===== config.mk =====
export PLATFORM = sky130hd
export DESIGN_NAME = hazard_scoreboard
export DESIGN_NICKNAME = d
export VERILOG_FILES = /design/src/rtl/hazard_scoreboard.sv
export SDC_FILE = /design/constraint.sdc
export NUM_CORES = 1
export LEC_CHECK = 0
export CAP_MARGIN = 5
export CORE_ASPECT_RATIO = 1.75
export CORE_MARGIN = 1.5
export CORE_UTILIZATION = 35
export CTS_CLUSTER_DIAMETER = 100
export DETAILED_ROUTE_END_ITERATION = 10
export DONT_BUFFER_PORTS = 1
export SLEW_MARGIN = 10
export SYNTH_ARGS = -nofsm -noshare
export SYNTH_HDL_FRONTEND = slang
export SYNTH_SLANG_ARGS = --single-unit

===== constraint.sdc =====
create_clock -name clk -period 3.1 [get_ports clk]
set_input_delay 0.465 -clock clk [delete_from_list [all_inputs] [get_ports clk]]
set_output_delay 0.465 -clock clk [all_outputs]
set_load 0.02 [all_outputs]

===== src/rtl/hazard_scoreboard.sv =====
// Decode-stage hazard scoreboard: one countdown per architectural register holding
// the cycles left until its pending result can be forwarded; stalls decode on a live source.
module hazard_scoreboard #(
    parameter int REG_ADDR_W = 3,
    parameter int LAT_W      = 2,
    parameter int ZERO_REG   = 0,
    parameter int PERF_W     = 16,
    localparam int NUM_REGS  = 2 ** REG_ADDR_W
) (
    input  logic                  clk,
    input  logic                  rst,
    input  logic                  id_valid,
    input  logic                  id_use_rs1,
    input  logic                  id_use_rs2,
    input  logic [REG_ADDR_W-1:0] id_rs1,
    input  logic [REG_ADDR_W-1:0] id_rs2,
    input  logic                  id_wr_en,
    input  logic [REG_ADDR_W-1:0] id_rd,
    input  logic [LAT_W-1:0]      id_lat,
    output logic                  stallD,
    output logic [NUM_REGS-1:0]   pending,
    output logic [PERF_W-1:0]     stall_count
);

    logic [LAT_W-1:0]    cnt_q [NUM_REGS];
    logic [LAT_W-1:0]    cnt_d [NUM_REGS];
    logic [PERF_W-1:0]   stall_cnt_q;
    logic [PERF_W-1:0]   stall_cnt_d;
    logic [NUM_REGS-1:0] pend;
    logic                rs1_hit;
    logic                rs2_hit;
    logic                rd_writable;
    logic                stall;
    logic                issue;

    // A hardwired register 0 is masked here, so index 0 can neither stall nor read pending.
    always_comb begin
        pend = '0;
        for (int r = 0; r < NUM_REGS; r++) begin
            pend[r] = (cnt_q[r] != '0);
        end
        if (ZERO_REG != 0) begin
            pend[0] = 1'b0;
        end
    end

    always_comb begin
        rs1_hit     = id_use_rs1 & pend[id_rs1];
        rs2_hit     = id_use_rs2 & pend[id_rs2];
        stall       = id_valid & (rs1_hit | rs2_hit);
        rd_writable = (ZERO_REG == 0) || (id_rd != '0);
        issue       = id_valid & ~stall & id_wr_en & rd_writable;
    end

    // Issue re-arms the destination ahead of the decrement, so a WAW takes the younger latency.
    always_comb begin
        for (int r = 0; r < NUM_REGS; r++) begin
            cnt_d[r] = cnt_q[r];
            if (issue && (id_rd == REG_ADDR_W'(r))) begin
                cnt_d[r] = id_lat;
            end else if (cnt_q[r] != '0) begin
                cnt_d[r] = cnt_q[r] - LAT_W'(1);
            end
        end
    end

    always_comb begin
        stall_cnt_d = stall_cnt_q;
        if (stall && !(&stall_cnt_q)) begin
            stall_cnt_d = stall_cnt_q + PERF_W'(1);
        end
    end

    always_ff @(posedge clk or posedge rst) begin
        if (rst) begin
            for (int r = 0; r < NUM_REGS; r++) begin
                cnt_q[r] <= '0;
            end
            stall_cnt_q <= '0;
        end else begin
            for (int r = 0; r < NUM_REGS; r++) begin
                cnt_q[r] <= cnt_d[r];
            end
            stall_cnt_q <= stall_cnt_d;
        end
    end

    assign stallD      = stall;
    assign pending     = pend;
    assign stall_count = stall_cnt_q;

endmodule


==> summary.txt <==
Status
  • Status: finished, final reports clean

Routing
  • Via-per-instance ratio: between 4 and 5
  • DRT Pass-1 Iters: 4
  • Routed via count: ~1,300
  • Iter 0 DRT Violations: 33
  • DRC: 0
  • Routed len/inst: roughly 15 µm
  • Routed WL: 3.90 mm
  • Routed Antenna Nets: 0

Synthesis
  • Synth Area in Simple Gates: 14.7%
  • Yosys reg bits: 32
  • Register area share after synthesis: 41.5%
  • Adder-Cell Fraction of Synth Area: 5.84%
  • Syn Inst Count: roughly 180
  • Mux cell area share after synthesis: between 10% and 20%
  • Syn Nets: approximately 210
  • Compound-Gate Fraction of Synth Area: under 10%
  • Netlist cell types: 33
  • XOR/XNOR Fraction of Synth Area: between 10% and 20%
  • Syn avg cell area: 10.8 µm²
  • Syn. warnings: 0
  • Largest family of logic cells by synthesized area: multiplexers
  • Synthesized area: ~1900 µm²

Critical path
  • Reg2Reg Depth: 7
  • Crit Path Class: flip-flop to output pin
  • Crit end category: output pin
  • Crit path cell chain: inv_1 -> ha_1 -> mux2i_1 -> mux4_2 -> a22o_1 -> and2_2
  • Crit path DAT: roughly 2.1 ns
  • R2R Path Start: cnt_q[14]$_DFFE_PP0P_
  • Required time of the critical path: between 2 and 3 ns
  • Worst flop-to-flop path endpoint: cnt_q[1]$_DFFE_PP0P_
  • Crit path launch type: flip-flop
  • Critical path's slowest cell: mux4_2
  • CP max FO: 6
  • R2R setup slack: between 0.5 and 0.6 ns
  • Max incr delay on CP: 0.52 ns

Global route
  • All-Layer GR Usage: ~15%
  • Grt ovf: 0
  • First-pass GRT wire length: roughly 6.5 mm
  • Pin count of the biggest net entering global routing: 33
  • Initial antenna violation count: 0
  • Vias in the first global route: 1,381

CTS
  • Htree depth: 2
  • Clock-pin slew on the worst setup and hold paths: approximately 0.060 ns
  • Hold Buf Count CTS: 0
  • Clock Latency Late Sink: about 0.28 ns
  • Post-CTS Resized: 0
  • CTS tree: done
  • # Post-CTS Setup Buffers: 0
  • Cts bufs inserted: 5
  • Root Buffer: clkbuf_8
  • Longest Clk Path Bufs: 2
  • CTS Sinks: 32

Placed design
  • GPL Wtd Cong: 0.858
  • Port bufs: 0
  • Placed wire-length estimate: roughly 3.1 mm
  • Placement Setup Slack: around 0.58 ns

Finish
  • Most frequent cells in the layout: 32 x dfrtp_1, 25 x inv_1, 22 x xnor2_1, 16 x mux2_2, 13 x mux2i_1
  • Area delta synth->final: 9.41%
  • Antenna cells: 0
  • Layout cells sized above 1: around 16%
  • Filler instances: approximately 540
  • Final #Nets: ~210
  • Commonest non-fill, non-tap cell in the layout: dfrtp_1

STA
  • RSZ-0062 raised after global routing: false
  • Worst-Margin Slew: around 0.54 ns
  • Tmin final: 2.59 ns
  • Setup TNS: 0 ns
  • Worst Slack Setup Final: between 0.5 and 0.6 ns
  • Worst Skew: approximately 0.0068 ns
  • Period Utilization, post-route: roughly 83%
  • Max Slew Vio Count: 0
  • Fmax: roughly 390 MHz
  • Hold Vio Cnt, Final: 0
  • Worst rel slew slack: roughly 64%
  • Final setup vio count: 0

Min path
  • Worst hold path type: input port to async pin

Power and ir drop
  • Leak Pwr: just under 1 nW
  • Worst vdd ir: about 0.0004 V
  • Pwr Density: around 950 nW/µm²

Die
  • Chip height: between 100 and 150 µm
  • Row count: 35
  • IO Count: 42
  • Starting Density: 36.4%
  • Die area: around 6000 µm²
  • CORE AREA: 5300 µm²
  • Die Wd: 59.1 µm

Job
  • Max cap viols: 0
## critical path: cells and delay by family (launching register included)
kind / cells / cell delay, ns
AOI/OAI and AO/OA: 1 / 0.22
adders and majority gates: 1 / 0.28
buffers and inverters: 1 / 0.06
DFF: 1 / 0.39
muxes: 2 / 0.65
and+or+nand+nor: 1 / 0.24
## worst max-delay path by stage
stage,start,depth (start not counted),end
floorplan,cnt_q[14]$_DFFE_PP0P_,7,cnt_q[12]$_DFFE_PP0P_
global placement,cnt_q[14]$_DFFE_PP0P_,7,cnt_q[13]$_DFFE_PP0P_
detailed placement,cnt_q[14]$_DFFE_PP0P_,7,cnt_q[13]$_DFFE_PP0P_
CTS,cnt_q[14]$_DFFE_PP0P_,6,stallD
global route,cnt_q[14]$_DFFE_PP0P_,6,stallD
finish,cnt_q[14]$_DFFE_PP0P_,6,stallD
## cell usage after synthesis (all sizes together)
library cell  instances  area share, %
nor2b                 1           0.32
nand4b                3            1.4
nor2                  2           0.39
a21oi                 1           0.26
nand2                12            2.3
buf                   1           0.39
ha                    9            5.8
o21ai                 1           0.26
or2                   1           0.32
dfrtp                32             42
and3                  4            1.3
nand3                 3           0.78
inv                  25            4.9
o2111ai               1           0.45
and4                  3            1.4
a22oi                 1           0.39
clkbuf                1           0.19
nand2b                1           0.32
or4b                  1           0.71
mux2i                13            6.7
mux2                 19             11
a22o                  2           0.91
o22ai                 1           0.32
nand4                11            3.6
nor3                  2           0.52
and2                  3            1.0
nand3b                1           0.39
mux4                  1            1.2
xor2                  1           0.45
xnor2                22             10
## cell families after synthesis
| group | Yosys count |
|---|---|
| and+or+nand+nor | 48 |
| DFF | 32 |
| muxes | 33 |
| AOI/OAI and AO/OA | 7 |
| xor gates and xnor gates | 23 |
| adders and majority gates | 9 |
| buffers and inverters | 27 |
## final cells by class
type                            instances  area [µm²]  share of cell area, %
Multi-Input combinational cell        120        1020                   48.5
Sequential cell                        32         801                   38.0
Inverter                               25        93.8                   4.45
Tap cell                               74        92.6                   4.39
Clock buffer                            6        82.6                   3.91
Clock inverter                          2        10.0                  0.474
Timing Repair Buffer                    1        7.51                  0.356
## registers in the layout, summed over array words and instances, names as in the netlist
register,count
cnt_q,16
stall_count,16
## where the power goes
group | internal (mW) | switching [mW] | leakage [nW]
registers | 0.576 | 0.147 | 0.401
clock network | 0.177 | 0.149 | 0.0510
logic | 0.480 | 0.467 | 0.524
## routing by layer
layer / GRT usage (%) / vias up / share of wire (%)
li1: - / 630 / -
met1: 15.0 / 611 / 36
met2: 26.0 / 33 / 56
met3: 5.11 / 5 / 7.6
met4: 5.77 / 0 / 1.3
met5: 0 / - / 0
## stage by stage
| step | util [%] | std cells | total power [mW] | hold WS [ns] | area (µm²) |
|---|---|---|---|---|---|
| floorplan | - | 179 | 1.53 | 0.577 | 1930 |
| global placement | 38.1 | 252 | 1.66 | 0.474 | 2020 |
| detailed placement | 38.1 | 252 | 1.69 | 0.483 | 2020 |
| CTS | 39.8 | 260 | 2.04 | 0.177 | 2110 |
| global route | 39.8 | 260 | 2.18 | 0.203 | 2110 |
| finish | 39.8 | 260 | 2.00 | 0.167 | 2110 |
(Power assumes the default switching activity.)
